==> config.mk <==
export PLATFORM = sky130hd
export DESIGN_NAME = store_queue_flat
export DESIGN_NICKNAME = d
export VERILOG_FILES = /design/src/rtl/store_queue_if.sv /design/src/rtl/store_queue.sv /design/src/flat_wrapper.sv
export SDC_FILE = /design/constraint.sdc
export NUM_CORES = 2
export LEC_CHECK = 0
export CAP_MARGIN = 20
export CORE_ASPECT_RATIO = 1.75
export CORE_MARGIN = 4
export CORE_UTILIZATION = 35
export CTS_CLUSTER_DIAMETER = 200
export DETAILED_ROUTE_END_ITERATION = 6
export PLACE_DENSITY = 0.57
export SYNTH_ARGS = -nofsm -noshare
export SYNTH_HDL_FRONTEND = slang
export SYNTH_SLANG_ARGS = --single-unit
==> constraint.sdc <==
create_clock -name clk -period 24.1 [get_ports clk]
set_input_delay 7.23 -clock clk [delete_from_list [all_inputs] [get_ports clk]]
set_output_delay 7.23 -clock clk [all_outputs]
set_load 0.02 [all_outputs]
==> src/rtl/store_queue_if.sv <==
// Store-queue port bundle: store request, ROB commit/flush, memory drain and
// load-forwarding signals. The slave modport is the queue, master the core side.
interface store_queue_if #(
  parameter int DEPTH      = 8,
  parameter int ADDR_WIDTH = 32,
  parameter int DATA_WIDTH = 32,
  parameter int ROB_WIDTH  = 5
);
  localparam int CW = $clog2(DEPTH) + 1;

  logic                  st_valid;
  logic                  st_ready;
  logic [ADDR_WIDTH-1:0] st_addr;
  logic [DATA_WIDTH-1:0] st_data;
  logic [2:0]            st_funct3;
  logic [ROB_WIDTH-1:0]  st_rob_id;

  logic                  commit_valid;
  logic [ROB_WIDTH-1:0]  commit_rob_id;
  logic                  flush;

  logic                  mem_wvalid;
  logic                  mem_wready;
  logic [ADDR_WIDTH-1:0] mem_waddr;
  logic [DATA_WIDTH-1:0] mem_wdata;
  logic [3:0]            mem_wstrb;

  logic [ADDR_WIDTH-1:0] ld_addr;
  logic [3:0]            ld_strb;
  logic                  fwd_hit;
  logic [DATA_WIDTH-1:0] fwd_data;
  logic                  fwd_stall;

  logic [CW-1:0]         count;
  logic                  empty;
  logic                  full;

  modport slave (
    input  st_valid, st_addr, st_data, st_funct3, st_rob_id,
           commit_valid, commit_rob_id, flush, mem_wready, ld_addr, ld_strb,
    output st_ready, mem_wvalid, mem_waddr, mem_wdata, mem_wstrb,
           fwd_hit, fwd_data, fwd_stall, count, empty, full
  );

  modport master (
    output st_valid, st_addr, st_data, st_funct3, st_rob_id,
           commit_valid, commit_rob_id, flush, mem_wready, ld_addr, ld_strb,
    input  st_ready, mem_wvalid, mem_waddr, mem_wdata, mem_wstrb,
           fwd_hit, fwd_data, fwd_stall, count, empty, full
  );
endinterface

==> src/rtl/store_queue.sv <==
// In-order store queue: formats stores into word writes with strobes, holds them
// until ROB commit, drains to memory and forwards data to younger loads.
module store_queue #(
  parameter int DEPTH      = 8,
  parameter int ADDR_WIDTH = 32,
  parameter int DATA_WIDTH = 32,
  parameter int ROB_WIDTH  = 5
) (
  input  logic         clk,
  input  logic         rst,
  store_queue_if.slave sq
);
  localparam int PW = $clog2(DEPTH);
  localparam int CW = PW + 1;

  typedef struct packed {
    logic                  valid;
    logic                  cmt;
    logic [ADDR_WIDTH-1:0] addr;
    logic [DATA_WIDTH-1:0] data;
    logic [3:0]            strb;
    logic [ROB_WIDTH-1:0]  rob;
  } entry_t;

  entry_t [DEPTH-1:0] ent;
  logic [PW-1:0] head, cmt, tail, cmt_c, idx, fwd_sel;
  logic [CW-1:0] count_q, ucnt, ucnt_c, count_nxt, ucnt_nxt;
  logic          empty_q, full_q;
  logic          fmt_ok, alloc, commit_ok, drain, fwd_found, fwd_cover;
  logic [1:0]    b;
  entry_t        new_ent, hd, ce;

  assign b  = sq.st_addr[1:0];
  assign hd = ent[head];
  assign ce = ent[cmt];

  // Lane placement of the store; unknown funct3 completes the handshake only.
  always_comb begin
    fmt_ok        = 1'b1;
    new_ent       = '0;
    new_ent.valid = 1'b1;
    new_ent.addr  = {sq.st_addr[ADDR_WIDTH-1:2], 2'b00};
    new_ent.rob   = sq.st_rob_id;
    case (sq.st_funct3)
      3'b000: begin
        new_ent.data = {24'b0, sq.st_data[7:0]} << {b, 3'b000};
        new_ent.strb = 4'b0001 << b;
      end
      3'b001: begin
        new_ent.data = {16'b0, sq.st_data[15:0]} << {b[1], 4'b0000};
        new_ent.strb = 4'b0011 << {b[1], 1'b0};
      end
      3'b010: begin
        new_ent.data = sq.st_data;
        new_ent.strb = 4'b1111;
      end
      default: fmt_ok = 1'b0;
    endcase
  end

  assign sq.st_ready = !full_q && !sq.flush;
  assign alloc       = sq.st_valid && sq.st_ready && fmt_ok;
  assign commit_ok   = sq.commit_valid && ce.valid && !ce.cmt && (ce.rob == sq.commit_rob_id);
  assign sq.mem_wvalid = hd.valid && hd.cmt;
  assign drain       = sq.mem_wvalid && sq.mem_wready;
  assign sq.mem_waddr  = sq.mem_wvalid ? hd.addr : '0;
  assign sq.mem_wdata  = sq.mem_wvalid ? hd.data : '0;
  assign sq.mem_wstrb  = sq.mem_wvalid ? hd.strb : '0;

  // Occupancy bookkeeping; ucnt counts uncommitted entries so a flush knows
  // how many to drop even when the pointers alias (full, all committed).
  always_comb begin
    cmt_c  = cmt + PW'(commit_ok);
    ucnt_c = ucnt - CW'(commit_ok);
    if (sq.flush) begin
      count_nxt = count_q - ucnt_c - CW'(drain);
      ucnt_nxt  = '0;
    end else begin
      count_nxt = count_q + CW'(alloc) - CW'(drain);
      ucnt_nxt  = ucnt_c + CW'(alloc);
    end
  end

  always_ff @(posedge clk or posedge rst) begin
    if (rst) begin
      ent     <= '0;
      head    <= '0;
      cmt     <= '0;
      tail    <= '0;
      count_q <= '0;
      ucnt    <= '0;
      empty_q <= 1'b1;
      full_q  <= 1'b0;
    end else begin
      if (commit_ok) ent[cmt].cmt <= 1'b1;
      if (drain) begin
        ent[head].valid <= 1'b0;
        ent[head].cmt   <= 1'b0;
        head            <= head + PW'(1);
      end
      for (int i = 0; i < DEPTH; i++)
        if (sq.flush && ent[i].valid && !ent[i].cmt && !(commit_ok && cmt == PW'(i)))
          ent[i].valid <= 1'b0;
      if (alloc) ent[tail] <= new_ent;
      cmt     <= cmt_c;
      tail    <= sq.flush ? cmt_c : tail + PW'(alloc);
      count_q <= count_nxt;
      ucnt    <= ucnt_nxt;
      empty_q <= (count_nxt == '0);
      full_q  <= (count_nxt == CW'(DEPTH));
    end
  end

  // Walk oldest to youngest so the last overlapping entry is the youngest one.
  always_comb begin
    fwd_found = 1'b0;
    fwd_sel   = '0;
    idx       = '0;
    for (int k = 0; k < DEPTH; k++) begin
      idx = head + PW'(k);
      if (ent[idx].valid && ent[idx].addr[ADDR_WIDTH-1:2] == sq.ld_addr[ADDR_WIDTH-1:2] &&
          |(ent[idx].strb & sq.ld_strb)) begin
        fwd_found = 1'b1;
        fwd_sel   = idx;
      end
    end
  end

  assign fwd_cover    = (ent[fwd_sel].strb & sq.ld_strb) == sq.ld_strb;
  assign sq.fwd_hit   = fwd_found && fwd_cover;
  assign sq.fwd_stall = fwd_found && !fwd_cover;
  assign sq.fwd_data  = sq.fwd_hit ? ent[fwd_sel].data : '0;

  assign sq.count = count_q;
  assign sq.empty = empty_q;
  assign sq.full  = full_q;
endmodule

==> src/flat_wrapper.sv <==
// flat-port wrapper written by rule: the top's interface ports become plain ports
module store_queue_flat 
#(
  parameter int DEPTH      = 8,
  parameter int ADDR_WIDTH = 32,
  parameter int DATA_WIDTH = 32,
  parameter int ROB_WIDTH  = 5
)
  (clk, rst, sq_st_valid, sq_st_addr, sq_st_data, sq_st_funct3, sq_st_rob_id, sq_commit_valid, sq_commit_rob_id, sq_flush, sq_mem_wready, sq_ld_addr, sq_ld_strb, sq_st_ready, sq_mem_wvalid, sq_mem_waddr, sq_mem_wdata, sq_mem_wstrb, sq_fwd_hit, sq_fwd_data, sq_fwd_stall, sq_count, sq_empty, sq_full);
  store_queue_if #(.DEPTH(DEPTH), .ADDR_WIDTH(ADDR_WIDTH), .DATA_WIDTH(DATA_WIDTH), .ROB_WIDTH(ROB_WIDTH)) sq_i ();
  input  logic clk;
  input  logic rst;
  input wire logic [$bits(sq_i.st_valid)-1:0] sq_st_valid;
  input wire logic [$bits(sq_i.st_addr)-1:0] sq_st_addr;
  input wire logic [$bits(sq_i.st_data)-1:0] sq_st_data;
  input wire logic [$bits(sq_i.st_funct3)-1:0] sq_st_funct3;
  input wire logic [$bits(sq_i.st_rob_id)-1:0] sq_st_rob_id;
  input wire logic [$bits(sq_i.commit_valid)-1:0] sq_commit_valid;
  input wire logic [$bits(sq_i.commit_rob_id)-1:0] sq_commit_rob_id;
  input wire logic [$bits(sq_i.flush)-1:0] sq_flush;
  input wire logic [$bits(sq_i.mem_wready)-1:0] sq_mem_wready;
  input wire logic [$bits(sq_i.ld_addr)-1:0] sq_ld_addr;
  input wire logic [$bits(sq_i.ld_strb)-1:0] sq_ld_strb;
  output wire logic [$bits(sq_i.st_ready)-1:0] sq_st_ready;
  output wire logic [$bits(sq_i.mem_wvalid)-1:0] sq_mem_wvalid;
  output wire logic [$bits(sq_i.mem_waddr)-1:0] sq_mem_waddr;
  output wire logic [$bits(sq_i.mem_wdata)-1:0] sq_mem_wdata;
  output wire logic [$bits(sq_i.mem_wstrb)-1:0] sq_mem_wstrb;
  output wire logic [$bits(sq_i.fwd_hit)-1:0] sq_fwd_hit;
  output wire logic [$bits(sq_i.fwd_data)-1:0] sq_fwd_data;
  output wire logic [$bits(sq_i.fwd_stall)-1:0] sq_fwd_stall;
  output wire logic [$bits(sq_i.count)-1:0] sq_count;
  output wire logic [$bits(sq_i.empty)-1:0] sq_empty;
  output wire logic [$bits(sq_i.full)-1:0] sq_full;
  assign sq_i.st_valid = sq_st_valid;
  assign sq_i.st_addr = sq_st_addr;
  assign sq_i.st_data = sq_st_data;
  assign sq_i.st_funct3 = sq_st_funct3;
  assign sq_i.st_rob_id = sq_st_rob_id;
  assign sq_i.commit_valid = sq_commit_valid;
  assign sq_i.commit_rob_id = sq_commit_rob_id;
  assign sq_i.flush = sq_flush;
  assign sq_i.mem_wready = sq_mem_wready;
  assign sq_i.ld_addr = sq_ld_addr;
  assign sq_i.ld_strb = sq_ld_strb;
  assign sq_st_ready = sq_i.st_ready;
  assign sq_mem_wvalid = sq_i.mem_wvalid;
  assign sq_mem_waddr = sq_i.mem_waddr;
  assign sq_mem_wdata = sq_i.mem_wdata;
  assign sq_mem_wstrb = sq_i.mem_wstrb;
  assign sq_fwd_hit = sq_i.fwd_hit;
  assign sq_fwd_data = sq_i.fwd_data;
  assign sq_fwd_stall = sq_i.fwd_stall;
  assign sq_count = sq_i.count;
  assign sq_empty = sq_i.empty;
  assign sq_full = sq_i.full;
  store_queue #(.DEPTH(DEPTH), .ADDR_WIDTH(ADDR_WIDTH), .DATA_WIDTH(DATA_WIDTH), .ROB_WIDTH(ROB_WIDTH)) u_core (.clk(clk), .rst(rst), .sq(sq_i));
endmodule
==> run summary <==
DR vias: 41,440
Primary FF master, synth: dfrtp_1
DIE HEIGHT: 496.6 um
CTS Hold Bufs: 0
fraction of registers with async set/reset: 100.0%
CP Launch Type: input pin
total gr overflow: 0
H-Tree Depth: 2
Fmax: 44.71 MHz
WP data required: 16.87 ns
share of cells above drive strength 1: 17.77%
clock buffer depth: 3
Final nets: 4,943
DIE AREA: 0.1426 mm^2
Tmin final: 22.37 ns
Post-DRT Antenna Nets: 0
Worst R2R End: u_core.sq.full
post-synth top area share: 31.55%
DR DRC count: 0
dpl hpwl: 158,500 um
Final Max Tran Viols: 0
Worst-Skew Late Latency: 0.73 ns
die width: 287.2 um
clock sinks: 603
Final Skew: 0.05038 ns
root buf cell: clkbuf_16
first-pass GRT wire length: 312,700 um
slew margin rel.: 15.22%
final hold vios: 0
FF+latch count, synth: 603
post-CTS setup buffer count: 0
FF-to-FF path depth: 19
CTS tree: yes
worst-margin pin slew: 1.263 ns
initial antenna violation count: 12
Detailed Route WL: 220,300 um
period utilization: 92.82%
Cells after Synth: 4,827
sequential-to-total area share from yosys stat: 31.60%
power per cell area: 58.75 mW/mm^2
worst reg-to-reg setup slack: 17.37 ns
Placeable Area: 0.1357 mm^2
Vias/cell: 6.215
list of most frequent post-synthesis cells: 1,075 x nand2_1, 602 x dfrtp_1, 465 x mux2i_1, 374 x mux4_2, 349 x o21ai_0
Setup Crit Path Kind: in -> out
final RePlAce weighted congestion: 1.081
RSZ-0062 raised after global routing: false
HP Class: reg -> reg
clock slew at reported path FFs: 0.06 ns
VDD IR max: 61.07 uV
count of cell types in the netlist: 100
CP endpoint kind: output pin
Overall Power: 0.003136 W
vias in the first global route: 41,380
routed length per instance: 33.04 um
Final setup viols: 0
Mean Syn Cell Area: 9.893 um^2
I/O Buffers: 224
CP max FO: 18
number of synthesized flops with an enable pin: 0
Critical path origin: sq_ld_addr[16]
area grow syn2layout: 11.78%
Rows: 179
initial cell density of the core: 35.18%
Sum Neg Setup Slack: 0 ns
Synth Warn #: 0
R2R Path Start: u_core.head[1]
Synth area leaders: dfrtp_1 32%, mux4_2 18%, mux2i_1 9.7%
drt first pass iters: 6
Initial DRC Count: 3,886
outcome: finished, final reports clean
most common cell in the synthesized netlist: nand2_1
Max-cap violations: 0
Synth Cell Area: 0.04775 mm^2
GRT Overall Usage: 30.27%
Synth area leader: dfrtp_1
total CTS buffers: 61
Leak: 22.17 nW
Ports: 229
CP endpoint: sq_fwd_data[16]
post-CTS sizing: 0
pin count of the biggest net entering global routing: 179
crit path DAT: 15.14 ns
## through the flow
| stage | std cells | hold slack (ns) | util (%) | area (um^2) | worst slack [ns] |
|---|---|---|---|---|---|
| 5_1_grt | 6663 | 0.4993 | 39.32 | 53360 | 1.811 |
| 3_3_place_gp | 6546 | 0.4551 | 37.68 | 51140 | 2.128 |
| 3_5_place_dp | 6546 | 0.4617 | 37.68 | 51140 | 2.118 |
| 4_1_cts | 6662 | 0.4761 | 39.32 | 53360 | 2.098 |
| 2_1_floorplan | 4828 | 0.4403 | - | 47760 | 5.511 |
| 6_report | 6668 | 0.4771 | 39.33 | 53380 | 1.731 |
## worst min path at each step
stage / cells after the start / from / slack [ns] / end
2_1_floorplan: 2 / u_core.ent[150] / 0.44 / u_core.ent[150]
3_3_place_gp: 2 / u_core.ent[154] / 0.46 / u_core.ent[154]
3_5_place_dp: 2 / u_core.ent[150] / 0.46 / u_core.ent[150]
4_1_cts: 2 / u_core.ent[150] / 0.48 / u_core.ent[150]
5_1_grt: 2 / u_core.ent[75] / 0.50 / u_core.ent[75]
6_report: 2 / u_core.ent[150] / 0.48 / u_core.ent[150]
## cell families after synthesis
group | synth area share [%]
buffers and inverters | 5.096
flip-flops | 31.60
XOR/XNOR | 3.663
multiplexers | 31.91
AO/OA/AOI/OAI | 12.04
AND/OR/NAND/NOR | 14.98
other | 0.007853
adder cells (fa/ha/maj) | 0.7022
## registers in the layout, summed over array words and instances (netlist names)
register	flops
u_core.sq.empty	1
u_core.cmt	3
u_core.ucnt	4
u_core.sq.full	1
u_core.sq.count	4
u_core.head	3
u_core.ent	584
u_core.tail	3
## power by group
group / leakage (nW) / switching [W] / internal [W]
logic: 12.8 / 0.000467 / 0.000326
registers: 8.29 / 0.000167 / 0.00111
clock network: 1.08 / 0.000462 / 0.000603
## layout by cell type, fill, tap and decap left out, types with 12 or more instances in the layout
cell             synthesis  final
clkinv_2                 0     12
nand4_1                 38     38
o21a_1                  12     12
o211ai_1                23     23
a22o_1                  59     59
a221oi_1                19     19
and3_1                  21     20
o31ai_1                 14     14
or4_1                   14     14
a21oi_1                100    100
o22a_1                  15     15
mux2_2                 187    187
a22oi_1                 70     70
o221ai_1                12     12
nor2b_1                 21     20
clkdlybuf4s50_1          0    224
nand2_1               1075   1074
nand3_1                 71     70
dfrtp_1                602    599
a211oi_1                15     15
o21ai_0                349    349
o2111ai_1               17     17
nor4_1                  29     26
a31oi_1                 24     24
nor2_1                 149    147
or3_1                   14     12
ha_1                    22     20
buf_4                   57     95
nor3_1                  41     38
mux4_2                 374    374
xnor2_1                177    175
inv_1                   56     55
xor2_1                  19     18
mux2i_1                465    465
clkbuf_16                0     61
nor4_2                  26     29
o22ai_1                 71     71
nand2b_1                19     18
## layout make-up
type / instances / area (um^2)
timing repair buffer: 326 / 3095
tap: 1810 / 2265
clock inverter: 37 / 558.0
clock buffer: 79 / 1664
sequential: 603 / 15100
multi-input combinational: 3738 / 30410
antenna: 6 / 15.01
inverter: 69 / 267.8
fill: 13560 / 82350
## critical path: stages
cell	delay, ns
clkdlybuf4s50_1	0.93
inv_2	0.33
xnor2_1	0.96
nand2_1	0.24
nor4_2	1.01
a22oi_1	0.37
a221oi_4	0.58
or2_1	0.63
mux2i_1	0.25
mux2_2	0.16
a2bb2oi_1	0.19
a21boi_2	0.25
nand4_4	0.44
buf_12	0.36
nor4_2	0.43
clkdlybuf4s50_1	0.70
## per-layer routing
metal  up-vias  part of all wire, %  GRT usage, %
met1     21100                   36         34.24
met3       623                  6.1         4.572
met4         8                  9.9         23.68
met2      1898                   48         51.14
li1      17810                    -             -
met5         -                0.028             0
No activity file was read; power rests on OpenSTA's default activity.
